--- config.mk ---
export PLATFORM = sky130hd
export DESIGN_NAME = idec_pipe
export DESIGN_NICKNAME = d
export VERILOG_FILES = /design/src/rtl/idec_pkg.sv /design/src/rtl/idec_fifo2.sv /design/src/rtl/idec_pipe.sv
export SDC_FILE = /design/constraint.sdc
export NUM_CORES = 1
export LEC_CHECK = 0
export ABC_CLOCK_PERIOD_IN_PS = 2300
export CAP_MARGIN = 40
export CORE_MARGIN = 10
export CORE_UTILIZATION = 50
export CTS_BUF_LIST = sky130_fd_sc_hd__clkbuf_16
export DETAILED_ROUTE_END_ITERATION = 8
export PLACE_DENSITY = 0.8
export SYNTH_ARGS = -nofsm -noshare
export SYNTH_HDL_FRONTEND = slang
export SYNTH_SLANG_ARGS = --single-unit
--- constraint.sdc ---
create_clock -name clk -period 2.3 [get_ports clk]
set_input_delay 0.23 -clock clk [delete_from_list [all_inputs] [get_ports clk]]
set_output_delay 0.23 -clock clk [all_outputs]
set_load 0.03 [all_outputs]
--- src/rtl/idec_pkg.sv ---
// Shared decoder constants: default widths, FSM state encoding and the
// position of the extension flag inside a buffered entry.
package idec_pkg;

    localparam int IW_DEF  = 16;
    localparam int OPW_DEF = 8;

    // Entry layout: {opcode, operand, is_ext}; the flag sits at the LSB.
    localparam int EXT_POS = 0;

    typedef enum logic {
        S_OP  = 1'b0,
        S_EXT = 1'b1
    } state_t;

endpackage

--- src/rtl/idec_fifo2.sv ---
// Two-entry in-order buffer; a push shows at head the next cycle.
// Push is ignored when full and pop when empty; flush empties it.
module idec_fifo2 #(
    parameter int W = 8
) (
    input  logic         clk,
    input  logic         rst_n,
    input  logic         flush,
    input  logic         push,
    input  logic         pop,
    input  logic [W-1:0] push_dat,
    output logic [1:0]   count,
    output logic [W-1:0] head
);

    logic [W-1:0] mem_q [2];
    logic         wr_ptr_q, wr_ptr_d;
    logic         rd_ptr_q, rd_ptr_d;
    logic [1:0]   count_q, count_d;
    logic         do_push, do_pop;

    assign do_push = push && (count_q != 2'd2);
    assign do_pop  = pop && (count_q != 2'd0);

    always_comb begin
        wr_ptr_d = wr_ptr_q;
        rd_ptr_d = rd_ptr_q;
        count_d  = count_q;
        if (flush) begin
            wr_ptr_d = 1'b0;
            rd_ptr_d = 1'b0;
            count_d  = 2'd0;
        end else begin
            if (do_push) wr_ptr_d = ~wr_ptr_q;
            if (do_pop)  rd_ptr_d = ~rd_ptr_q;
            count_d = count_q + {1'b0, do_push} - {1'b0, do_pop};
        end
    end

    always_ff @(posedge clk or negedge rst_n) begin
        if (!rst_n) begin
            mem_q[0] <= '0;
            mem_q[1] <= '0;
            wr_ptr_q <= 1'b0;
            rd_ptr_q <= 1'b0;
            count_q  <= 2'd0;
        end else begin
            if (do_push && !flush) mem_q[wr_ptr_q] <= push_dat;
            wr_ptr_q <= wr_ptr_d;
            rd_ptr_q <= rd_ptr_d;
            count_q  <= count_d;
        end
    end

    assign count = count_q;
    assign head  = mem_q[rd_ptr_q];

endmodule

--- src/rtl/idec_pipe.sv ---
// Instruction decoder: splits words into opcode/operand, merging two-word forms;
// one cycle to out_valid, in_ready = buffer not full (registered, no out_ready path).
module idec_pipe
    import idec_pkg::*;
#(
    parameter int IW  = IW_DEF,
    parameter int OPW = OPW_DEF
) (
    input  logic           clk,
    input  logic           reset,
    input  logic           flush,
    input  logic           in_valid,
    output logic           in_ready,
    input  logic [IW-1:0]  code_in,
    output logic           out_valid,
    input  logic           out_ready,
    output logic [OPW-1:0] code_addr,
    output logic [IW-1:0]  data_addr,
    output logic           is_ext
);

    localparam int AW = IW - OPW;
    localparam int EW = OPW + IW + 1;

    state_t         state_q, state_d;
    logic [OPW-1:0] op_q, op_d;
    logic [1:0]     count;
    logic [EW-1:0]  push_dat, head;
    logic           accept, push, pop;

    assign in_ready  = (count < 2'd2);
    assign out_valid = (count != 2'd0);
    assign accept    = in_valid && in_ready && !flush;
    assign pop       = out_valid && out_ready;

    always_ff @(posedge clk or negedge reset) begin
        if (!reset) begin
            state_q <= S_OP;
            op_q    <= '0;
        end else begin
            state_q <= state_d;
            op_q    <= op_d;
        end
    end

    always_comb begin
        state_d = state_q;
        if (flush) begin
            state_d = S_OP;
        end else if (accept) begin
            if (state_q == S_OP) begin
                if (code_in[IW-1]) state_d = S_EXT;
            end else begin
                state_d = S_OP;
            end
        end
    end

    // Opcodes with the MSB set carry no operand; the next word supplies it whole.
    always_comb begin
        push     = 1'b0;
        push_dat = '0;
        op_d     = op_q;
        if (accept) begin
            if (state_q == S_OP) begin
                if (code_in[IW-1]) begin
                    op_d = code_in[IW-1:AW];
                end else begin
                    push                           = 1'b1;
                    push_dat[EXT_POS]              = 1'b0;
                    push_dat[EXT_POS+1 +: IW]      = {{OPW{1'b0}}, code_in[AW-1:0]};
                    push_dat[EXT_POS+1+IW +: OPW]  = code_in[IW-1:AW];
                end
            end else begin
                push                           = 1'b1;
                push_dat[EXT_POS]              = 1'b1;
                push_dat[EXT_POS+1 +: IW]      = code_in;
                push_dat[EXT_POS+1+IW +: OPW]  = op_q;
            end
        end
    end

    idec_fifo2 #(.W(EW)) u_fifo (
        .clk      (clk),
        .rst_n    (reset),
        .flush    (flush),
        .push     (push),
        .pop      (pop),
        .push_dat (push_dat),
        .count    (count),
        .head     (head)
    );

    assign is_ext    = head[EXT_POS];
    assign data_addr = head[EXT_POS+1 +: IW];
    assign code_addr = head[EXT_POS+1+IW +: OPW];

endmodule

* Word-level counts from Yosys, hierarchy flattened *
Cells that the tools add are included.

cells by class
  add/sub/neg operators = 2
  magnitude comparators = 4
  eq/ne operators = 1
  mux-type cells = 21
  bitwise gates (word level) = 5
  reductions and logical operators = 13

operator list
  operator              number
  $mux W25              6
  $bwmux W50            1
  $demux W25 S1         1
  $mux W24              1
  $mux W1               11
  $reduce_bool A2 Y1    4
  $logic_and A1 B1 Y1   7
  $ge A2 B2 Y1 const B  2
  $not A1 Y2            2
  $not A1 Y1            3
  $reduce_and A3 Y1     1
  $add A2 B1 Y2         1
  $lt A2 B1 Y1 const B  1
  $lt A2 B2 Y1 const B  1
  $mux W2               1
  $ne A2 B2 Y1 const B  1
  $sub A2 B1 Y2         1
  $logic_not A1 Y1      1

word-level totals
  register bits after elaboration = 63
  input bits = 21
  output and inout port bits = 27
  logic and storage cells = 53

* Logic depth before layout (Yosys ltp) *
Gate-level depths: netlist of the first run.

  word-level depth = 8
  mapped depth = 6
  gate-level depth less buffers = 6

* Cells and area by module *
A second synthesis of the first run with hierarchy kept.

second synthesis, totals
  cells, all modules = 210
  area, all modules = 3001.6 um^2

modules (own cells, without submodules)
  module      instances  cells an instance  area an instance (um^2)  seq. area each (um^2)
  idec_fifo2  1          156                2393.5                   1351.3
  idec_pipe   1          54                 608.1                    225.2

* Least setup slack after synthesis of the first run *
No wires, ideal clock.

  path kind = flip-flop to flip-flop
  start = reg u_fifo.count_q[1] (netlist: u_fifo.count[1])
  end = reg u_fifo.mem_q[26] (netlist name)
  library setup time = 0.125 ns
  arrival = 1.617 ns
  data required time = 2.175 ns
  slack = 0.558 ns
  stages on the path, launching flop included = 5
  buffers on the path = 1
  clock period less this slack = 1.742 ns
  cells stage by stage = dfrtp_1 or3b_4 nor3_4 buf_6 mux2_2

on the way
  word-level cells in the longest chain between the ends = 6
  elaborated cells between the ends (all ways) = 9
  classes of those cells = 1 x order compare; 1 x eq/ne; 3 x mux; 4 x reduce/logical

RTL lines
  item                               line              text
  start: declaration                 idec_fifo2.sv:19  logic [1:0] count_q, count_d;
  start signal: assignment           idec_fifo2.sv:51  count_q <= count_d;
  $lt A2 B2 Y1                       idec_pipe.sv:31   assign in_ready = (count < 2'd2);
  $logic_and A1 B1 Y1 (2 in series)  idec_pipe.sv:33   assign accept = in_valid && in_ready && !flush;
  $mux W1                            idec_pipe.sv:64   if (accept) begin
  $logic_and A1 B1 Y1                idec_fifo2.sv:22  assign do_push = push && (count_q != 2'd2);
  $logic_and A1 B1 Y1                idec_fifo2.sv:48  if (do_push && !flush) mem_q[wr_ptr_q] <= push_dat;
  end signal: indexed assignment     idec_fifo2.sv:48
  end: declaration                   idec_fifo2.sv:16  logic [W-1:0] mem_q [2];

Parallel ways exist; a longest one is shown, timed or not.
A chain may end at the register's enable or synchronous reset.

* Final worst setup path of the first run *
  start = reg u_fifo.rd_ptr_q
  end = out data_addr[4]

on the way
  word-level cells in the longest chain between the ends = 4

RTL lines
  item                                          line              text
  start: declaration                            idec_fifo2.sv:18  logic rd_ptr_q, rd_ptr_d;
  start signal: assignment                      idec_fifo2.sv:50  rd_ptr_q <= rd_ptr_d;
  $not A1 Y2 (implied by the code)              idec_fifo2.sv:56  assign head = mem_q[rd_ptr_q];
  $mux W25 (implied by the code) (3 in series)  idec_fifo2.sv:56
  end: declaration                              idec_pipe.sv:18   output logic [IW-1:0] data_addr,

No other way between the ends. The select of a mux whose other input is x is not followed.

==> results_dict.tcl, run 1 <==
set metrics [dict create \
    status "completed" \
    synthMostInstantiatedCell "mux2_2" \
    ir_drop_mv 0.779 \
    synthTopCellsByArea "dfrtp_1, mux2_2, a22o_1, and2_1, ha_1" \
    vias 1733 \
    postRouteAntennaNets 0 \
    timing.slew.headroom 0.652 \
    r2r_setup_slack_ns 0.52 \
    timing.fmax_ghz 0.474 \
    route.top_layer_used "met4" \
    rr_worst_depth 4 \
    hold_violations 0 \
    coreArea_um2 5540 \
    cp_max_fo 15 \
    crit_arrival_ns 1.88 \
    place_hpwl_um 3920 \
    drive_gt1_frac 0.408 \
    nNetsFinal 282 \
    die_h_um 95.8 \
    grt_max_degree 64 \
    syn_to_final_growth_pct 30.0 \
    p_leak_nw 1.73 \
    insertedDiodeCount 0 \
    gp_congestion 0.729 \
    period_needed_ns 2.11 \
    grt_overflow 0 \
    worstSetupPathDepth 3 \
    fillers 408 \
    setup_violations 0 \
    vias_per_cell 5.19 \
    cts.clk_slew.worst_paths_ns 0.05 \
    wl_met2_um 3050 \
    post_cts.repair.setup_buffers 0 \
    avgSynthCellArea_um2 14.6 \
    grt_usage 0.140 \
    synthDistinctLibCells 25 \
    firstDrtPassIters 4 \
    regToRegStartpoint "u_fifo.count[1]$_DFF_PN0_" \
    min_period_over_period 0.917 \
    synth_top_flop_cell "dfrtp_1" \
    postSynthCellCount 197 \
    powerDensity_nw_per_um2 1200 \
    critPathLaunchType "flop" \
    max_cap_violations 0 \
    synth_top_area_share 0.549 \
    crit_start "u_fifo.rd_ptr_q$_DFFE_PN0P_" \
    crit_family "buffers and inverters" \
    wl_met3_um 307 \
    wl_per_cell_um 17.7 \
    initial_core_util 0.518 \
    worstSetupPathType "flop to primary output" \
    cts_tree "built" \
    path_cells "buf_4 -> mux2_2 -> clkdlybuf4s50_1" \
    tightest_slew_ns 0.520 \
    seq_area_frac_synth 0.549 \
    dieArea_um2 9170 \
    grt_pass1_vias 1950 \
    h-tree-depth 3 \
    async_flop_share 1.00 \
    port_buffers 47 \
    max-clock-path-buffers 2 \
    synth_largest_area_cell "dfrtp_1" \
    io_pins 48 \
    synth_edf_count 0 \
    cts_sinks 63 \
    regArea_um2 1580 \
    die_w_um 95.8 \
    wl_met1_um 2410 \
    ys_warn_count 0 \
    hold-worst-slack_ns 0.449 \
    drc 0 \
    worstSkewPairLatency_ns 0.32 \
    critPathCaptureType "primary output" \
    antenna_found_initial 0 \
    slew_violations 0 \
    r2r_end "u_fifo.mem_q[45]$_DFFE_PN0P_" \
    cts_inserted_buffers 9 \
    critPathSlowestCell "clkdlybuf4s50_1" \
    std_cell_rows 27 \
    clock-root-buffer "clkbuf_16" \
    routed_wl_um 5900 \
    synth.ff_latch_count 63 \
    critPathBufInv 2 \
    synth_commonest_cells "mux2_2, dfrtp_1, and2_1" \
    hold_path.class "primary input to async pin" \
    synthesis.area_um2 2870 \
    rsz0062_at_grt "no" \
    grt_pass1_wl_um 9720 \
    syn_nets 220 \
    multi_input_area_um2 1230 \
    required_ns 2.07 \
    clock-skew-final_ns 0.00469 \
    total_power_w 0.00448 \
    fin_tns_setup_ns 0 \
    crit_path_max_incr_delay_ns 0.60 \
    drtIter0Drc 68 \
]
[power by group]
part | switching [W] | internal (W)
sequential | 0.000193 | 0.00147
clock | 0.000430 | 0.000696
combinational | 0.000824 | 0.000876
total | 0.00145 | 0.00304
[cells in the final DEF, fill, tap and decap left out, drive strengths merged, types with 2 or more instances in the layout]
| cell | instances |
|---|---|
| nand2 | 2 |
| and2 | 9 |
| nand2b | 2 |
| dfrtp | 63 |
| a22o | 7 |
| clkdlybuf4s50 | 44 |
| nor2 | 5 |
| inv | 5 |
| buf | 14 |
| xnor2 | 2 |
| clkinv | 3 |
| mux2 | 82 |
| ha | 2 |
| nor2b | 3 |
| clkbuf | 9 |
[layout make-up]
type                    count  area share
clock buffers               9      0.0604
clock inverters             5     0.00537
inverters                   3     0.00302
multi-input cells         123       0.329
flip-flops and latches     63       0.423
well taps                  72      0.0242
repair buffers             59       0.155
[through the flow]
step                      utilization  setup slack [ns]  cell area [µm²]  cells
final                           0.673             0.191             3730    334
after global routing            0.673             0.118             3730    334
after CTS                       0.673             0.165             3730    334
after detailed placement        0.627             0.254             3470    319
after global placement          0.627             0.308             3470    319
after floorplan                     -             0.558             2870    197
[worst max-delay path by stage]
stage	end	slack, ns
after detailed placement	u_fifo.mem_q[45]$_DFFE_PN0P_	0.25
after global placement	u_fifo.mem_q[33]$_DFFE_PN0P_	0.31
after CTS	data_addr[4]	0.17
after global routing	is_ext	0.12
final	data_addr[4]	0.19
after floorplan	u_fifo.mem_q[26]$_DFFE_PN0P_	0.56
[worst min-delay path, cell delays in order]
cell	delay, ns
dlygate4sd3_1	0.52
buf_2	0.12
buf_12	0.29
[metal layers]
metal / vias up / track usage
li1: 834 / -
met1: 855 / 0.161
met2: 33 / 0.229
met3: 11 / 0.0436
met4: 0 / 0.0799
met5: - / 0
[timing repair]
action	CTS	global route
hold endpoints to repair	63	0
resized for setup	0	0
hold buffers	1	0
setup endpoints to repair	0	0
[kinds of logic (layout without fill, tap and decap cells)]
group	count (synthesis)	count (layout)	share of synthesized area
buf+inv	11	76	0.0227
simple gates	26	26	0.0580
fa+ha+maj	2	2	0.00872
compound gates	9	9	0.0266
mux	83	83	0.325
xor+xnor	3	3	0.00916
flops	63	63	0.549
[state kept, by name, summed over array words and instances, names as in the netlist]
register and cells:
u_fifo.rd_ptr_q 1, u_fifo.count 2, u_fifo.wr_ptr_q 1, state_q 1
op_q 8, u_fifo.mem_q 50
Power figures use the tool's default switching activity.
==> inputs of run 2 (changes only) <==
--- a/config.mk
+++ b/config.mk
@@ -6,8 +6,6 @@
 export NUM_CORES = 1
 export LEC_CHECK = 0
 export ABC_CLOCK_PERIOD_IN_PS = 2300
-export CAP_MARGIN = 40
-export CORE_MARGIN = 10
 export CORE_UTILIZATION = 50
 export CTS_BUF_LIST = sky130_fd_sc_hd__clkbuf_16
 export DETAILED_ROUTE_END_ITERATION = 8
==> run 2 against run 1 <==
Die area down 34%. Sequential power about the same. Clock power about the same. Combinational power about the same. Register-to-register slack better by 0.05 ns. Count of clock-buffer cells in the layout unchanged. Clock skew about the same. First-iteration DRC count down 16%.
==> results_dict.tcl, run 2 (same netlist as run 1, synthesis figures left out) <==
set metrics [dict create \
    critPathCaptureType "primary output" \
    regToRegStartpoint "u_fifo.count[1]$_DFF_PN0_" \
    dieArea_um2 6050 \
    rsz0062_at_grt "no" \
    p_sw_frac 0.314 \
    hold_path.class "primary input to async pin" \
    clock-root-buffer "clkbuf_16" \
    antenna_found_initial 0 \
    routed_wl_um 5130 \
    use_met1 0.246 \
    initial_core_util 0.521 \
    grt_pass1_wl_um 8900 \
    grt_usage 0.195 \
    crit_start "u_fifo.rd_ptr_q$_DFFE_PN0P_" \
    clock-skew-final_ns 0.00501 \
    tightest_slew_ns 0.778 \
    drtIter0Drc 57 \
    largest_reg_flops 50 \
    grt_max_degree 64 \
    cts.clk_slew.worst_paths_ns 0.05 \
    period_needed_ns 2.09 \
    vias 1707 \
    layout_common_cells "mux2_2, dfrtp_1, clkdlybuf4s50_1" \
    grt_overflow 0 \
    setup_violations 0 \
    power_frac_seq 0.370 \
    h-tree-depth 3 \
    hold_violations 0 \
    coreArea_um2 5510 \
    top_register "u_fifo.mem_q" \
    grt_pass1_vias 1846 \
    die_h_um 77.8 \
    die_w_um 77.8 \
    gp_congestion 0.721 \
    vias_per_cell 5.14 \
    nNetsFinal 279 \
    min_period_over_period 0.907 \
    cts_tree "built" \
    final_common_cell "mux2_2" \
    place_area_um2 3480 \
    wl_per_cell_um 15.5 \
    required_ns 2.07 \
    powerDensity_nw_per_um2 1190 \
    post_cts.repair.setup_buffers 0 \
    drive_gt1_frac 0.392 \
    syn_to_final_growth_pct 29.8 \
    insertedDiodeCount 0 \
    place_inst 317 \
    cts_sinks 63 \
    max-clock-path-buffers 2 \
    cp_max_fo 26 \
    crit_arrival_ns 1.86 \
    globalRoute.busiestLayer "met2" \
    critPathLaunchType "flop" \
    status "completed" \
    globalRouteMet2Util 0.319 \
    io_pins 48 \
    p_leak_nw 1.72 \
    cts_inserted_buffers 9 \
    firstDrtPassIters 4 \
    slew_violations 0 \
    p_clk_frac 0.251 \
    ir_drop_mv 0.596 \
    gr-usage-met3 0.0412 \
    internal_power_w 0.00305 \
    port_buffers 47 \
    postRouteAntennaNets 0 \
    timing.slew.headroom 0.482 \
    fin_tns_setup_ns 0 \
    timing.fmax_ghz 0.479 \
    design_area_um2 3720 \
    layoutNonFillerInstCount 332 \
    worstSetupPathType "flop to primary output" \
    ctsResizeCount 0 \
    drc 0 \
    p_sw_w 0.00140 \
    hold_buffers 0 \
    place_hpwl_um 3310 \
    max_cap_violations 0 \
    rr_worst_depth 4 \
    combPwrFrac 0.379 \
    worstSkewPairLatency_ns 0.32 \
    std_cell_rows 27 \
    fillers 408 \
]
## run 2: cell types whose count changed in the layout (fill, tap and decap cells not counted)
cell | before | now
inv_1 | 5 | 6
clkinv_2 | 1 | 0
buf_4 | 11 | 6
clkinv_1 | 2 | 3
dlygate4sd3_1 | 1 | 0
buf_12 | 2 | 3
clkdlybuf4s50_1 | 44 | 46
## run 2: power by group through the flow
stage	Clock, W	Sequential [W]	Combinational [W]
after detailed placement	0	0.00166	0.00170
after CTS	0.00113	0.00165	0.00171
after global routing	0.00118	0.00169	0.00179
after floorplan	0	0.00160	0.00115
final	0.00111	0.00164	0.00168
after global placement	0	0.00164	0.00167
## run 2: metrics by stage
step                setup WS [ns]   util  hold WS, ns  total power, W
finish                      0.213  0.676       0.0769         0.00444
global route                0.163  0.676        0.165         0.00467
CTS                         0.203  0.676        0.108         0.00449
detailed placement          0.303  0.631        0.440         0.00336
global placement            0.340  0.631        0.442         0.00331
floorplan                   0.558      -      -0.0656         0.00274
## run 2: path summary, 6_finish.rpt
check	to	slack, ns
worst min register to register	op_q[7]$_DFFE_PN0P_	0.46
max in group asynchronous	u_fifo.mem_q[8]$_DFFE_PN0P_	1.71
min in group clk	op_q[7]$_DFFE_PN0P_	0.46
worst min-delay path	op_q[4]$_DFFE_PN0P_	0.08
worst max register to register	u_fifo.mem_q[39]$_DFFE_PN0P_	0.57
worst max-delay path	data_addr[11]	0.21
## run 2: critical path: stages (launching register included)
cell             delay (ns)
dfrtp_1                0.37
buf_12                 0.21
mux2_2                 0.36
clkdlybuf4s50_1        0.60
## run 2: final cells by class
cell class                      instances  area, µm²  area share
Clock buffer                            9        225      0.0605
Clock inverter                          6       22.5     0.00605
Inverter                                3       11.3     0.00302
Multi-Input combinational cell        123       1230       0.330
Sequential cell                        63       1580       0.423
Tap cell                               72       90.1      0.0242
Timing Repair Buffer                   56        571       0.153
## run 2: metal layers
| metal | wire, µm | vias up |
|---|---|---|
| met1 | 2310 | 852 |
| met2 | 2610 | 25 |
| li1 | - | 821 |
| met4 | 90 | 0 |
| met3 | 129 | 9 |
| met5 | 0 | - |
